### config.mk
export PLATFORM = sky130hd
export DESIGN_NAME = dot_product_accumulator
export DESIGN_NICKNAME = d
export VERILOG_FILES = /design/src/rtl/dot_product_accumulator.sv
export SDC_FILE = /design/constraint.sdc
export NUM_CORES = 1
export LEC_CHECK = 0
export BUFFER_PORTS_ARGS = -buffer_cell sky130_fd_sc_hd__buf_4
export CAP_MARGIN = 30
export CORE_AREA = 10 10 118 120
export CTS_BUF_LIST = sky130_fd_sc_hd__clkbuf_8
export CTS_CLUSTER_DIAMETER = 100
export DETAILED_ROUTE_END_ITERATION = 8
export DIE_AREA = 0 0 128 130
export PLACE_DENSITY_LB_ADDON = 0.3
export SLEW_MARGIN = 20
export SYNTH_ARGS = -nofsm -noshare
export SYNTH_HDL_FRONTEND = slang
export SYNTH_SLANG_ARGS = --single-unit
### constraint.sdc
create_clock -name clk_i -period 4.8 [get_ports clk_i]
set_input_delay 0.72 -clock clk_i [delete_from_list [all_inputs] [get_ports clk_i]]
set_output_delay 0.72 -clock clk_i [all_outputs]
set_load 0.02 [all_outputs]
### src/rtl/dot_product_accumulator.sv
// Accumulates carry-save partials from the upstream compressor into a signed dot product.
// Optional build macro DOT_PRODUCT_ACCUMULATOR_SAT_EN turns on accumulator saturation; the default wraps.
module dot_product_accumulator #(
    parameter int IN_SIZE  = 24,
    parameter int ACC_SIZE = 32,
    parameter int CNT_SIZE = 16
) (
    input  logic                clk_i,
    input  logic                rst_ni,
    input  logic                clear_i,
    input  logic [IN_SIZE-1:0]  sum_i,
    input  logic [IN_SIZE-1:0]  carry_i,
    input  logic                in_valid_i,
    input  logic                in_last_i,
    output logic                in_ready_o,
    output logic [ACC_SIZE-1:0] out_data_o,
    output logic [CNT_SIZE-1:0] out_cnt_o,
    output logic                out_ovf_o,
    output logic                out_valid_o,
    input  logic                out_ready_i
);

    typedef enum logic [0:0] {ACCUM = 1'b0, HOLD = 1'b1} state_t;

    state_t                      state_r;
    state_t                      state_next_s;
    logic                        started_r;
    logic signed [ACC_SIZE-1:0]  acc_r;
    logic [CNT_SIZE-1:0]         cnt_r;
    logic                        ovf_r;
    logic [ACC_SIZE-1:0]         out_data_r;
    logic [CNT_SIZE-1:0]         out_cnt_r;
    logic                        out_ovf_r;

    logic signed [IN_SIZE-1:0]   raw_s;
    logic signed [ACC_SIZE-1:0]  partial_s;
    logic signed [ACC_SIZE:0]    sum_wide_s;
    logic                        ovf_s;
    logic signed [ACC_SIZE-1:0]  acc_next_s;
    logic [CNT_SIZE-1:0]         cnt_next_s;
    logic                        ovf_next_s;
    logic                        ready_s;
    logic                        accept_s;
    logic                        drain_s;

    // Carry-save resolve, sign extension and one extra bit to expose overflow
    assign raw_s      = sum_i + carry_i;
    assign partial_s  = ACC_SIZE'(raw_s);
    assign sum_wide_s = (ACC_SIZE+1)'(acc_r) + (ACC_SIZE+1)'(partial_s);
    assign ovf_s      = sum_wide_s[ACC_SIZE] ^ sum_wide_s[ACC_SIZE-1];
    assign cnt_next_s = (cnt_r == {CNT_SIZE{1'b1}}) ? cnt_r : cnt_r + {{(CNT_SIZE-1){1'b0}}, 1'b1};
    assign ovf_next_s = ovf_r | ovf_s;

    assign accept_s   = in_valid_i & ready_s & ~clear_i;
    assign drain_s    = (state_r == HOLD) & out_ready_i;

    // Accumulator update: clamp on overflow when saturation is built in, otherwise wrap
    always_comb begin
        acc_next_s = sum_wide_s[ACC_SIZE-1:0];
`ifdef DOT_PRODUCT_ACCUMULATOR_SAT_EN
        if (ovf_s) begin
            if (sum_wide_s[ACC_SIZE]) begin
                acc_next_s = {1'b1, {(ACC_SIZE-1){1'b0}}};
            end else begin
                acc_next_s = {1'b0, {(ACC_SIZE-1){1'b1}}};
            end
        end else begin
            acc_next_s = sum_wide_s[ACC_SIZE-1:0];
        end
`endif
    end

    // Input handshake: held low until the first edge after reset; in HOLD it follows the consumer
    always_comb begin
        ready_s = 1'b0;
        case (state_r)
            ACCUM:   ready_s = started_r;
            HOLD:    ready_s = started_r & out_ready_i;
            default: ready_s = 1'b0;
        endcase
    end

    // Next-state logic; clear wins over everything else
    always_comb begin
        state_next_s = state_r;
        if (clear_i) begin
            state_next_s = ACCUM;
        end else if (accept_s && in_last_i) begin
            state_next_s = HOLD;
        end else if (drain_s) begin
            state_next_s = ACCUM;
        end else begin
            state_next_s = state_r;
        end
    end

    // State register and post-reset ready enable
    always_ff @(posedge clk_i or negedge rst_ni) begin
        if (!rst_ni) begin
            state_r   <= ACCUM;
            started_r <= 1'b0;
        end else begin
            state_r   <= state_next_s;
            started_r <= 1'b1;
        end
    end

    // Running accumulation and the held result; outputs are kept at zero outside HOLD
    always_ff @(posedge clk_i or negedge rst_ni) begin
        if (!rst_ni) begin
            acc_r      <= '0;
            cnt_r      <= '0;
            ovf_r      <= 1'b0;
            out_data_r <= '0;
            out_cnt_r  <= '0;
            out_ovf_r  <= 1'b0;
        end else if (clear_i) begin
            acc_r      <= '0;
            cnt_r      <= '0;
            ovf_r      <= 1'b0;
            out_data_r <= '0;
            out_cnt_r  <= '0;
            out_ovf_r  <= 1'b0;
        end else if (accept_s && in_last_i) begin
            out_data_r <= acc_next_s;
            out_cnt_r  <= cnt_next_s;
            out_ovf_r  <= ovf_next_s;
            acc_r      <= '0;
            cnt_r      <= '0;
            ovf_r      <= 1'b0;
        end else begin
            if (accept_s) begin
                acc_r <= acc_next_s;
                cnt_r <= cnt_next_s;
                ovf_r <= ovf_next_s;
            end
            if (drain_s) begin
                out_data_r <= '0;
                out_cnt_r  <= '0;
                out_ovf_r  <= 1'b0;
            end
        end
    end

    assign in_ready_o  = ready_s;
    assign out_valid_o = (state_r == HOLD);
    assign out_data_o  = out_data_r;
    assign out_cnt_o   = out_cnt_r;
    assign out_ovf_o   = out_ovf_r;

endmodule

==> flow_summary.toml, run 1 <==
[placed_design]
hpwl_um = 12900
placedInstanceArea_um2 = 7950
gp_congestion = 0.887
placed_cells = 995
numPortBuffers = 104

[global_routing]
first_global_vias = 6222
groute.usage.overall = 0.209
grt_antenna_before_repair = 0
grt_remaining_overflow = 0
global_route_wire_length_before_repair_um = 29300
grt_start_max_net_pins = 58

[clocking]
clk_pin_slew_worst_paths_ns = 0.10
clkLatencyLatePin_ns = 0.37
cts_made_buffers = 9
clockRootBuffer = "clkbuf_8"
cts_buffer_depth = 2
ctsHtreeMaxLevel = 3
tritoncts_num_sinks = 100
tritoncts_clock_tree = "built"

[worst_setup_path]
critPathMaxFanout = 6
path_class = "in2reg"
worstSetupEndpointType = "flop"
critical_path_required_ns = 5.06
cp.arrival_ns = 4.81
setup.worst_path.start_class = "primary input"

[floorplanning]
floorplan.initialDensity = 0.579
fp.coreArea_um2 = 11700
boundaryPins = 105
design.die.area_um2 = 16600
die_width_um = 128
dieHeight_um = 130
standard_cell_rows = 40

[timing]
setup_viol = 0
max_clock_freq_mhz = 220
final_period_minus_worst_setup_slack_ns = 4.55
timing.hold.ws_ns = 0.385
slew_headroom = 0.538
final-hold-violation-count = 0
fin_skew_ns = 0.0122
tightest_slew_ns = 0.693
finalMaxSlewViolations = 0
final.period_utilization = 0.947

[drt]
wire_per_inst_um = 17.0
detail-route-antenna-nets = 0
wirelength_um = 17200
route.vias.total = 6015
dr.pass1.iters = 5
drc = 0
post_drt_via_cell_ratio = 5.95
dr.first_iter.drc_count = 457

[logic_synthesis]
synth.lib_cells_used.distinct = 65
yosysSeqAreaShare = 0.369
yosys-top-cells-area = "dfrtp_1 37%, ha_1 11%, a22o_1 8.0%"
synth_area_per_cell_um2 = 9.27
synth_top_area_cell = "dfrtp_1"
ys_async_sr_fraction = 1.00
syn-instance-count = 731
synth.top_cell.area_share = 0.369
synth-seq-cells = 100
syn-cell-area_um2 = 6780
commonest_cells_in_the_netlist = "100 x dfrtp_1, 63 x a21oi_1, 63 x o21ai_0"
synth.most_common_cell = "dfrtp_1"
synthesis_warning_total = 0
ys_dominant_reg_cell = "dfrtp_1"
synth_edf_count = 0
postSynthNetCount = 844

[outcome]
run_status = "finished, final reports clean"

[layout]
utilization = 0.701
synthToLayoutAreaGrowth_pct = 21.2
drive_gt1_frac = 0.213
final_antenna_diode_count = 0
nets = 973
final_cell_area_um2 = 8210
layout.cells.non_filler = 1011

[run]
max-cap-violations = 0

[power]
power.leakage_uw = 0.00411
design_power_total_uw = 2340
ir_worst_vdd_mv = 0.186
pwr_density_cell_nw_per_um2 = 285

[hold_path]
hold_path.class = "in2async"
-- sequential cells by signal (all words and copies together), names as in the netlist --
name and cells:
out_ovf_o 1, started_r 1, out_valid_o 1, cnt_r 16, out_cnt_o 16, out_data_o 32, acc_r 32, ovf_r 1
-- power breakdown --
group,internal (uW),total (uW),switching (uW)
combinational,375,846,471
clock,294,592,298
sequential,876,900,23.6
-- placed cells by master (no fill, tap or decap), types with 5 or more instances in the layout --
| master | count |
|---|---|
| nand2_1 | 60 |
| nor2_1 | 42 |
| a31oi_1 | 16 |
| buf_4 | 147 |
| a22o_1 | 62 |
| xnor2_1 | 37 |
| nand3_1 | 19 |
| and2_1 | 7 |
| clkbuf_8 | 9 |
| dfrtp_1 | 100 |
| a21oi_1 | 60 |
| inv_1 | 16 |
| o21ai_1 | 8 |
| a21o_1 | 29 |
| or3_1 | 5 |
| o21ai_0 | 59 |
| ha_1 | 57 |
| nor3_1 | 8 |
| o21a_1 | 8 |
| nand2b_1 | 8 |
| nor2b_1 | 7 |
| xor2_1 | 20 |
-- critical path, stage by stage --
cell	delay [ns]
buf_4	0.11
ha_1	0.21
inv_1	0.08
fa_1	0.19
nor2b_1	0.07
o31a_1	0.30
o41ai_4	0.27
a21oi_2	0.14
a31o_2	0.25
or4_1	0.41
a31oi_1	0.21
xnor2_1	0.14
ha_1	0.41
nand2_1	0.15
o21ai_0	0.26
o21ai_0	0.14
nand2_1	0.09
o211ai_1	0.12
a21oi_1	0.16
nor2_1	0.07
xnor2_1	0.13
a22o_1	0.20
-- repair_timing --
action | in CTS | in global routing
hold buffers | 0 | 0
resized for setup | 0 | 12
hold endpoints to repair | 0 | 0
setup buffers | 0 | 1
endpoints found under the setup margin | 0 | 24
-- final timing paths --
check                                  start        endpoint  slack [ns]  cells past startpoint
min in group clk_i              out_cnt_o[7]    out_cnt_o[7]        0.48                      2
worst max register to register      acc_r[5]  out_data_o[26]        1.84                     10
max in group asynchronous             rst_ni       acc_r[19]        3.37                      2
worst min register to register  out_cnt_o[7]    out_cnt_o[7]        0.48                      2
worst max-delay path                sum_i[0]  out_data_o[30]        0.25                     22
worst min-delay path                  rst_ni        cnt_r[0]        0.39                      1
-- metal layers --
layer,vias to the layer above,track usage,share of wire
li1,2967,-,-
met1,2909,0.261,0.44
met2,126,0.364,0.50
met3,13,0.0365,0.044
met4,0,0.0563,0.0095
met5,-,0,0
-- layout make-up --
| cell class | instances | area [um2] |
|---|---|---|
| inverters | 15 | 56.3 |
| clock buffers | 9 | 124 |
| repair buffers | 147 | 1100 |
| fillers | 924 | 3500 |
| clock inverters | 6 | 88.8 |
| multi-input cells | 587 | 4160 |
| well taps | 147 | 184 |
| flip-flops and latches | 100 | 2500 |
-- cell families after synthesis --
family / Yosys count / synth area share
compound gates: 282 / 0.278
xor+xnor: 57 / 0.0737
fa+ha+maj: 59 / 0.111
buf+inv: 44 / 0.0268
flops: 100 / 0.369
mux: 2 / 0.00295
other cells: 1 / 0.000553
simple gates: 186 / 0.138
-- metrics by stage --
| stage | setup WS, ns | setup TNS, ns |
|---|---|---|
| after floorplan | 0.0849 | 0 |
| after global placement | -0.116 | -0.285 |
| after detailed placement | -0.241 | -2.40 |
| after CTS | 0.151 | 0 |
| after global routing | -0.0251 | -0.0251 |
| final | 0.253 | 0 |
(Power assumes the default switching activity.)
==> inputs of run 2 (changes only) <==
--- a/config.mk
+++ b/config.mk
@@ -13,6 +13,7 @@
 export DETAILED_ROUTE_END_ITERATION = 8
 export DIE_AREA = 0 0 128 130
 export PLACE_DENSITY_LB_ADDON = 0.3
+export SETUP_SLACK_MARGIN = 0.3
 export SLEW_MARGIN = 20
 export SYNTH_ARGS = -nofsm -noshare
 export SYNTH_HDL_FRONTEND = slang
==> flow_summary.toml, run 2 (synthesis results as in run 1) <==
[outcome]
run_status = "finished, final reports clean"

[clocking]
clk_pin_slew_worst_paths_ns = 0.10
clkLatencyLatePin_ns = 0.38
tritoncts_num_sinks = 100
post_cts_hold_buffer_count = 0
ctsHtreeMaxLevel = 3
cts_made_buffers = 9
cts_buffer_depth = 2
clockRootBuffer = "clkbuf_8"
tritoncts_clock_tree = "built"

[floorplanning]
design.die.area_um2 = 16600
floorplan.initialDensity = 0.579
fp.coreArea_um2 = 11700
dieHeight_um = 130
die_width_um = 128
boundaryPins = 105
standard_cell_rows = 40

[drt]
detail-route-antenna-nets = 0
wirelength_um = 20200
drc = 0
wire_per_inst_um = 19.7
post_drt_via_cell_ratio = 6.35
route.vias.total = 6530
dr.pass1.iters = 7
dr.first_iter.drc_count = 597

[worst_setup_path]
cp.arrival_ns = 4.85
setup.worst_path.start_class = "primary input"
worstSetupEndpointType = "flop"
path_class = "in2reg"
critical_path_required_ns = 5.12
critPathMaxFanout = 4

[timing]
final-hold-violation-count = 0
worst_setup_margin_ns = 0.278
final.period_utilization = 0.942
slew_headroom = 0.517
tightest_slew_ns = 0.724
unrepaired_setup_endpoints_after_global_routing = "yes"
setup_viol = 0
fin_skew_ns = 0.0110
max_clock_freq_mhz = 221
final_period_minus_worst_setup_slack_ns = 4.52
finalMaxSlewViolations = 0

[layout]
layout.cells.most_common = "buf_4"
drive_gt1_frac = 0.293
nets = 990
layout.cells.most_common_list = "157 x buf_4, 100 x dfrtp_1, 62 x a22o_1"
final_antenna_diode_count = 0
synthToLayoutAreaGrowth_pct = 29.8
filler_cell_count = 808

[run]
max-cap-violations = 0

[global_routing]
first_global_vias = 6360
grt_start_max_net_pins = 57
grt_remaining_overflow = 0
groute.usage.overall = 0.218
grt_antenna_before_repair = 0
global_route_wire_length_before_repair_um = 30500

[placed_design]
gp_congestion = 0.918
hpwl_um = 13500
numPortBuffers = 104
placement.setup.worst_slack_ns = -0.223

[power]
pwr_density_cell_nw_per_um2 = 283
power.leakage_uw = 0.00429
ir_worst_vdd_mv = 0.204
design_power_total_uw = 2490

[hold_path]
hold_path.class = "in2async"
==> run 2: changes by cell type in the layout (fill, tap and decap cells not counted), moves of 4 or more <==
cell,delta
buf_4,+10
xnor2_2,+6
xnor2_1,-6
o21ai_0,-10
buf_6,+6
o21ai_1,+4
ha_1,-10
a21oi_2,+10
nor2_1,-4
o21ai_2,+5
a21oi_1,-13
ha_4,+9
==> run 2: worst max-delay path: stages <==
cell     delay, ns
buf_4         0.12
ha_4          0.16
inv_2         0.05
fa_2          0.20
nor2b_1       0.06
o31a_1        0.28
o41ai_4       0.28
a21oi_2       0.14
a31o_4        0.26
or4_1         0.41
a31oi_1       0.21
xnor2_1       0.16
ha_2          0.42
buf_4         0.13
a21oi_2       0.05
o21ai_0       0.32
a31o_2        0.21
a21oi_2       0.08
or4b_1        0.51
nand3_1       0.08
==> run 2: layer usage <==
layer	wire length [um]	vias up	global-route usage
met5	0	-	0
met4	599	0	0.0629
met3	1090	77	0.0337
met2	10400	281	0.385
met1	8100	3159	0.270
li1	-	3013	-
==> run 2: report_power, final <==
group | internal [uW] | switching, uW | total [uW] | leakage (uW)
Clock | 239 | 302 | 541 | 0.000102
Sequential | 876 | 27.2 | 903 | 0.00138
Combinational | 465 | 580 | 1040 | 0.00280
Total | 1580 | 909 | 2490 | 0.00429
==> run 2: layout make-up <==
class	instances	area, um2	area share
well taps	147	184	0.0209
inverters	15	56.3	0.00640
clock inverters	7	67.6	0.00768
flip-flops and latches	100	2500	0.285
repair buffers	164	1260	0.143
clock buffers	9	124	0.0141
multi-input cells	587	4600	0.523
==> run 2: final timing paths <==
check                              from        endpoint  slack (ns)  cells past startpoint
min in group clk_i         out_cnt_o[6]    out_cnt_o[6]        0.49                      2
max in group asynchronous        rst_ni    out_cnt_o[3]        3.38                      2
max                            sum_i[0]       acc_r[29]        0.28                     20
min reg2reg                out_cnt_o[6]    out_cnt_o[6]        0.49                      2
min                              rst_ni    out_cnt_o[8]        0.39                      1
max reg2reg                    acc_r[2]  out_data_o[25]        1.89                     11
==> run 2: what timing repair did <==
action / 4_1_cts / 5_1_grt
endpoints found under the hold margin: 0 / 0
resized for setup: 8 / 96
endpoints found under the setup margin: 10 / 28
cloned: 0 / 0
pin swaps: 6 / 44
setup buffers: 3 / 14
==> run 2: metrics by stage <==
stage | instance area (um2) | hold WS [ns] | TNS [ns] | utilization | instances
after global routing | 8790 | 0.440 | 0 | 0.751 | 1029
final | 8790 | 0.386 | 0 | 0.751 | 1029
after global placement | 7970 | 0.457 | -0.441 | 0.681 | 995
after detailed placement | 7990 | 0.474 | -1.89 | 0.682 | 996
after CTS | 8240 | 0.422 | 0 | 0.704 | 1015
after floorplan | 6800 | 0.424 | 0 | - | 731
